$ cat src/rtl/npu_pkg.sv
// Shared NPU cluster geometry, drain FSM state type and PE index helper.
// Geometry here must match the npu_top instance that feeds the drain.
package npu_pkg;
    localparam int OUTPUT_WIDTH     = 32;
    localparam int SUBARRAY_ROWS    = 4;
    localparam int PE_ARRAY_ROWS    = 2;
    localparam int PE_ARRAY_COLS    = 2;
    localparam int NUM_LARGE_ARRAYS = 2;
    localparam int NUM_PES          = NUM_LARGE_ARRAYS * PE_ARRAY_ROWS * PE_ARRAY_COLS;
    localparam int IDX_W            = (NUM_PES > 1) ? $clog2(NUM_PES) : 1;
    localparam int VEC_W            = SUBARRAY_ROWS * OUTPUT_WIDTH;

    typedef enum logic [1:0] {DRN_IDLE, DRN_STREAM, DRN_DONE} drain_state_e;

    function automatic int pe_flat_idx(input int arr, input int row, input int col);
        return (arr * PE_ARRAY_ROWS + row) * PE_ARRAY_COLS + col;
    endfunction
endpackage

$ cat src/rtl/npu_output_drain_if.sv
// AXI-Stream result channel: one PE result vector per beat, tuser = flat PE index.
// Master drives data/valid/last, slave drives ready.
interface npu_output_drain_if
    import npu_pkg::*;
#(
    parameter int DATA_W = VEC_W,
    parameter int USER_W = IDX_W
);
    logic [DATA_W-1:0] tdata;
    logic [USER_W-1:0] tuser;
    logic              tlast;
    logic              tvalid;
    logic              tready;

    modport master (output tdata, tuser, tlast, tvalid, input tready);
    modport slave  (input tdata, tuser, tlast, tvalid, output tready);
endinterface

$ cat src/rtl/npu_next_pe_finder.sv
// Finds the lowest set mask bit strictly above i_idx (or from bit 0 when i_from_start).
// Purely combinational, zero latency; no flow control.
module npu_next_pe_finder
    import npu_pkg::*;
#(
    parameter int N = NUM_PES,
    parameter int W = IDX_W
) (
    input  logic [N-1:0] i_mask,
    input  logic         i_from_start,
    input  logic [W-1:0] i_idx,
    output logic [W-1:0] o_idx,
    output logic         o_found
);
    always_comb begin
        o_idx   = '0;
        o_found = 1'b0;
        // Scan downwards so the last hit written is the lowest qualifying bit.
        for (int i = N - 1; i >= 0; i--) begin
            if (i_mask[i] && (i_from_start || (i > int'(i_idx)))) begin
                o_idx   = W'(i);
                o_found = 1'b1;
            end
        end
    end
endmodule

$ cat src/rtl/npu_output_drain.sv
// Snapshots cluster results on done_pulse and streams one AXIS beat per enabled PE.
// Latency: first tvalid one cycle after done_pulse; subsequent beats back-to-back.
// Backpressure: beat held stable while tready is low; clear aborts the stream.
module npu_output_drain
    import npu_pkg::*;
#(
    parameter int OUTPUT_WIDTH     = npu_pkg::OUTPUT_WIDTH,
    parameter int SUBARRAY_ROWS    = npu_pkg::SUBARRAY_ROWS,
    parameter int PE_ARRAY_ROWS    = npu_pkg::PE_ARRAY_ROWS,
    parameter int PE_ARRAY_COLS    = npu_pkg::PE_ARRAY_COLS,
    parameter int NUM_LARGE_ARRAYS = npu_pkg::NUM_LARGE_ARRAYS,
    localparam int NPE = NUM_LARGE_ARRAYS * PE_ARRAY_ROWS * PE_ARRAY_COLS,
    localparam int IW  = (NPE > 1) ? $clog2(NPE) : 1,
    localparam int VW  = SUBARRAY_ROWS * OUTPUT_WIDTH
) (
    input  logic              clk,
    input  logic              rst_n,
    input  logic              done_pulse,
    input  logic              clear,
    input  logic [NPE-1:0]    pe_mask,
    input  logic [NPE*VW-1:0] output_vectors,
    npu_output_drain_if.master m_axis,
    output logic              drain_busy,
    output logic              drain_done,
    output logic              overrun,
    output logic [15:0]       beat_count
);
    drain_state_e      r_state, w_state_nxt;
    logic [NPE*VW-1:0] r_shadow;
    logic [NPE-1:0]    r_mask;
    logic [IW-1:0]     r_idx;
    logic [15:0]       r_beat_count;
    logic              r_overrun;

    logic [IW-1:0]     w_first_idx, w_next_idx;
    logic              w_first_found, w_next_found;
    logic              w_tvalid, w_hs, w_capture;

    npu_next_pe_finder #(.N(NPE), .W(IW)) u_first_finder (
        .i_mask       (pe_mask),
        .i_from_start (1'b1),
        .i_idx        ('0),
        .o_idx        (w_first_idx),
        .o_found      (w_first_found)
    );

    npu_next_pe_finder #(.N(NPE), .W(IW)) u_next_finder (
        .i_mask       (r_mask),
        .i_from_start (1'b0),
        .i_idx        (r_idx),
        .o_idx        (w_next_idx),
        .o_found      (w_next_found)
    );

    assign w_tvalid  = (r_state == DRN_STREAM);
    assign w_hs      = w_tvalid && m_axis.tready;
    assign w_capture = (r_state == DRN_IDLE) && done_pulse && !clear;

    always_ff @(posedge clk or negedge rst_n) begin
        if (!rst_n) r_state <= DRN_IDLE;
        else        r_state <= w_state_nxt;
    end

    always_comb begin
        w_state_nxt = r_state;
        unique case (r_state)
            DRN_IDLE:   if (done_pulse) w_state_nxt = w_first_found ? DRN_STREAM : DRN_DONE;
            DRN_STREAM: if (w_hs && !w_next_found) w_state_nxt = DRN_DONE;
            DRN_DONE:   w_state_nxt = DRN_IDLE;
            default:    w_state_nxt = DRN_IDLE;
        endcase
        if (clear) w_state_nxt = DRN_IDLE;
    end

    always_ff @(posedge clk or negedge rst_n) begin
        if (!rst_n) begin
            r_shadow     <= '0;
            r_mask       <= '0;
            r_idx        <= '0;
            r_beat_count <= '0;
            r_overrun    <= 1'b0;
        end else begin
            if (clear)                                r_overrun <= 1'b0;
            else if (done_pulse && r_state != DRN_IDLE) r_overrun <= 1'b1;

            if (w_capture) begin
                r_shadow     <= output_vectors;
                r_mask       <= pe_mask;
                r_idx        <= w_first_idx;
                r_beat_count <= '0;
            end else if (w_hs && !clear) begin
                r_beat_count  <= r_beat_count + 16'd1;
                r_mask[r_idx] <= 1'b0;
                if (w_next_found) r_idx <= w_next_idx;
            end
        end
    end

    // Beat fields derive from stable state, so they cannot change during a stall.
    assign m_axis.tvalid = w_tvalid;
    assign m_axis.tdata  = w_tvalid ? r_shadow[r_idx*VW +: VW] : '0;
    assign m_axis.tuser  = w_tvalid ? r_idx : '0;
    assign m_axis.tlast  = w_tvalid && !w_next_found;

    assign drain_busy = (r_state != DRN_IDLE);
    assign drain_done = (r_state == DRN_DONE);
    assign overrun    = r_overrun;
    assign beat_count = r_beat_count;
endmodule

$ cat src/flat_wrapper.sv
// flat-port wrapper written by rule: the top's interface ports become plain ports
module npu_output_drain_flat import npu_pkg::*;
#(
    parameter int OUTPUT_WIDTH     = npu_pkg::OUTPUT_WIDTH,
    parameter int SUBARRAY_ROWS    = npu_pkg::SUBARRAY_ROWS,
    parameter int PE_ARRAY_ROWS    = npu_pkg::PE_ARRAY_ROWS,
    parameter int PE_ARRAY_COLS    = npu_pkg::PE_ARRAY_COLS,
    parameter int NUM_LARGE_ARRAYS = npu_pkg::NUM_LARGE_ARRAYS,
    localparam int NPE = NUM_LARGE_ARRAYS * PE_ARRAY_ROWS * PE_ARRAY_COLS,
    localparam int IW  = (NPE > 1) ? $clog2(NPE) : 1,
    localparam int VW  = SUBARRAY_ROWS * OUTPUT_WIDTH
)
  (clk, rst_n, done_pulse, clear, pe_mask, output_vectors, drain_busy, drain_done, overrun, beat_count, m_axis_tdata, m_axis_tuser, m_axis_tlast, m_axis_tvalid, m_axis_tready);
  npu_output_drain_if #(.DATA_W(VEC_W), .USER_W(IDX_W)) m_axis_i ();
  input  logic clk;
  input  logic rst_n;
  input  logic done_pulse;
  input  logic clear;
  input  logic [NPE-1:0] pe_mask;
  input  logic [NPE*VW-1:0] output_vectors;
  output logic drain_busy;
  output logic drain_done;
  output logic overrun;
  output logic [15:0] beat_count;
  output wire logic [$bits(m_axis_i.tdata)-1:0] m_axis_tdata;
  output wire logic [$bits(m_axis_i.tuser)-1:0] m_axis_tuser;
  output wire logic [$bits(m_axis_i.tlast)-1:0] m_axis_tlast;
  output wire logic [$bits(m_axis_i.tvalid)-1:0] m_axis_tvalid;
  input wire logic [$bits(m_axis_i.tready)-1:0] m_axis_tready;
  assign m_axis_tdata = m_axis_i.tdata;
  assign m_axis_tuser = m_axis_i.tuser;
  assign m_axis_tlast = m_axis_i.tlast;
  assign m_axis_tvalid = m_axis_i.tvalid;
  assign m_axis_i.tready = m_axis_tready;
  npu_output_drain #(.OUTPUT_WIDTH(OUTPUT_WIDTH), .SUBARRAY_ROWS(SUBARRAY_ROWS), .PE_ARRAY_ROWS(PE_ARRAY_ROWS), .PE_ARRAY_COLS(PE_ARRAY_COLS), .NUM_LARGE_ARRAYS(NUM_LARGE_ARRAYS)) u_core (.clk(clk), .rst_n(rst_n), .done_pulse(done_pulse), .clear(clear), .pe_mask(pe_mask), .output_vectors(output_vectors), .m_axis(m_axis_i), .drain_busy(drain_busy), .drain_done(drain_done), .overrun(overrun), .beat_count(beat_count));
endmodule
$ cat config.mk
export PLATFORM = sky130hd
export DESIGN_NAME = npu_output_drain_flat
export DESIGN_NICKNAME = d
export VERILOG_FILES = /design/src/rtl/npu_pkg.sv /design/src/rtl/npu_output_drain_if.sv /design/src/rtl/npu_next_pe_finder.sv /design/src/rtl/npu_output_drain.sv /design/src/flat_wrapper.sv
export SDC_FILE = /design/constraint.sdc
export NUM_CORES = 2
export LEC_CHECK = 0
export ABC_AREA = 1
export ABC_CLOCK_PERIOD_IN_PS = 2300
export CAP_MARGIN = 40
export CORE_AREA = 2 2 466 468
export DETAILED_ROUTE_END_ITERATION = 10
export DIE_AREA = 0 0 468 470
export GPL_TIMING_DRIVEN = 0
export PLACE_DENSITY = 0.48
export REMOVE_ABC_BUFFERS = 1
export SYNTH_ARGS = -nofsm -noshare
export SYNTH_HDL_FRONTEND = slang
export SYNTH_HIERARCHICAL = 1
export SYNTH_SLANG_ARGS = --single-unit
export TNS_END_PERCENT = 100
$ cat constraint.sdc
create_clock -name clk -period 2.3 [get_ports clk]
set_clock_uncertainty 0.1 [all_clocks]
set_input_delay 0.46 -clock clk [delete_from_list [all_inputs] [get_ports clk]]
set_output_delay 0.46 -clock clk [all_outputs]
set_load 0.03 [all_outputs]
==> out/qor.txt <==
CP most frequent cell: nand2_1
CP Cell Sequence: buf_12, buf_16, buf_16, bufbuf_16, nand2_1, nand2_1, nand2_1, nand2_1, nand2_1, a21oi_2, buf_6
first-pass GRT wire length: 359 mm
Max Cap Violations: 0
vias in the first global route: 50,100
CP Data Required Time: 1740 ps
Die Area: 220,000 um^2
remaining global-route overflow: 0
GP Congestion: 0.832
Setup crit end kind: output pin
Worst Max-Slew Pin Slew: 1060 ps
syn_area_per_cell: 7.13 um^2
layout cells sized above 1: 9.45%
Synth Register Bits: 1,054
VDD IR-drop max: 752 uV
DRT iter0 DRCs: 4,743
DRC Markers: 0
IO buf count: 1,188
antenna violations before repair: 162
status: finished, violations left
pwr/cell area: 1180 nW/um^2
Pwr Total: 88.9 mW
ys flop type: dfrtp_1
Final min period: 3380 ps
CTS root buffer: clkbuf_16
WS Path Type: reg2out
HP Class: in2reg
Setup Viol. Count Final: 1,379
IO Pins: 1,189
row count: 171
startpoint types: register
commonest non-fill, non-tap cell in the layout: nand2_1
failing checks: setup timing
Total GRT Usage: 22.4%
final core occ: 34.9%
Worst path max stage delay: 530 ps
core area: 216,000 um^2
vias: 52,000
HPWL after detailed placement: 145 mm
TritonCTS buffer count: 136
placed cell count: 10,800
CTS tree: done
Post-Synthesis Cells: 7,084
Die Ht: 470 um
number of enable flip-flop cells after synthesis: 0
Initial Utilization: 23.4%
critical-path maximum fanout: 6
max-slew violation count: 0
Post-synth ARST share: 100%
Synth Cell Area: 50,500 um^2
Reg clk slew, reported paths: 60 ps
synth warn: 6
CTS max path bufs: 3
DR vias/cell: 4.58
drt pass-1 iters: 6
final WL: 267 mm
RSZ-0062 raised after global routing: true
CTS H-tree lvls: 4
Detail Route Antenna Nets: 0
Cell variety after synth: 30
Fmax: 0.296 GHz
leakage: 37.4 nW
Clock Sinks: 1,054
Final Cycle Share: 147%
Max transition margin: 29.5%
setup ws final: -1080 ps
Arrival @ worst endpoint: 2820 ps
die width: 468 um
most frequent cells in the layout: nand2_1, clkdlybuf4s50_1, dfrtp_1
design area: 75,300 um^2
WL per Instance: 23.5 um
Worst-Skew Late Latency: 800 ps
synthesis-to-finish area growth: 49.0%
Seq/Total Area, Yosys: 52.2%
Final Hold Fails: 0
largest net degree at the start of global routing: 157
slowest cell on the critical path: dfrtp_4
Final nets: 9,338
Non-Filler Instances: 11,300
Placement Cell Area: 65,600 um^2
[cells by family (layout without fill, tap and decap cells)]
family                     count (synthesis)  after routing  share of synthesized area, %
and+or+nand+nor                         4973           4976                          37.5
xor gates and xnor gates                   2              2                        0.0347
AOI/OAI and AO/OA                        546            546                          5.46
adders and majority gates                  1              1                        0.0248
buffers and inverters                    506           1810                          4.79
DFF                                     1054           1054                          52.2
other                                      2             98                        0.0149
[worst paths after layout]
path	to	start	slack, ps	cells after the start
min	u_core/r_shadow[613]	output_vectors[613]	90	3
max reg2reg	u_core/r_shadow[57]	u_core/r_state[1]	-720	12
max	m_axis_tdata[42]	u_core/r_idx[0]	-1080	11
min reg2reg	u_core/r_shadow[124]	u_core/r_shadow[124]	370	2
min in group asynchronous	u_core/r_shadow[505]	rst_n	580	4
max in group asynchronous	u_core/r_shadow[969]	rst_n	-600	5
[power by group]
group / internal (mW) / switching (mW)
logic: 15.0 / 24.0
clock network: 13.1 / 9.26
registers: 24.4 / 3.22
total: 52.4 / 36.5
[timing repair]
item                                    in CTS  in global routing
buffers inserted                            74                 49
hold endpoints to repair                   233                  0
gates resized for setup                    887                226
endpoints found under the setup margin    1194               1611
hold buffers                                10                  0
cloned                                      70                 48
pin swaps                                   35                 40
[cells in the mapped netlist, types with 2 or more instances]
cell | n | share of area (%)
o211ai_1 | 6 | 0.089
inv_1 | 61 | 0.45
a21oi_1 | 363 | 3.6
o21ai_0 | 173 | 1.7
a31oi_1 | 2 | 0.025
buf_6 | 3 | 0.067
dfrtp_1 | 1054 | 52
nand4_1 | 41 | 0.51
nor2_2 | 3 | 0.037
nor3_4 | 4 | 0.13
clkbuf_1 | 96 | 0.71
conb_1 | 2 | 0.015
buf_4 | 35 | 0.52
nor3_1 | 7 | 0.069
buf_2 | 290 | 2.9
nand2_2 | 4 | 0.050
nor2_1 | 86 | 0.64
or2_1 | 2 | 0.025
inv_2 | 5 | 0.037
nand3_1 | 31 | 0.31
o21ai_2 | 2 | 0.035
buf_1 | 15 | 0.11
nor3b_2 | 2 | 0.050
nand2_1 | 4791 | 36
[cell type report]
type                       count  area [um^2]
inverter                      67          350
tap                         2854         3570
clock buffer                 210         4080
fill                       22900       140000
timing repair buffer        1486        17600
sequential                  1054        26400
timing repair inverter        13          208
antenna                       81          203
multi-input combinational   5542        22400
clock inverter                34          498
[layer usage]
layer	part of all wire (%)	global-route usage, %	up-vias
li1	-	-	24300
met1	42	28.1	25000
met2	46	35.5	2063
met3	9.1	7.02	504
met4	3.5	8.75	126
met5	0.31	0	-
[sequential cells by signal, indices dropped and copies added, names as in the netlist]
| name | flops |
|---|---|
| u_core/r_shadow | 1024 |
| u_core/r_idx | 3 |
| u_core/overrun | 1 |
| u_core/beat_count | 16 |
| u_core/r_mask | 8 |
| u_core/r_state | 2 |
[critical path, delay by kind of cell (launching register included)]
kind,cells,cell delay (ps)
and+or+nand+nor,5,370
AOI/OAI and AO/OA,1,220
DFF,1,530
buffers and inverters,5,890
[metrics by stage]
stage	setup TNS [ps]	setup slack (ps)	hold WS [ps]
floorplan	-	-57580	64.4
global placement	-	-161110	361
detailed placement	-2099600	-2420	282
CTS	-1034610	-1250	0.780
global route	-760010	-1250	39.7
finish	-569440	-1080	92.5
No activity file was read; power rests on OpenSTA's default activity.
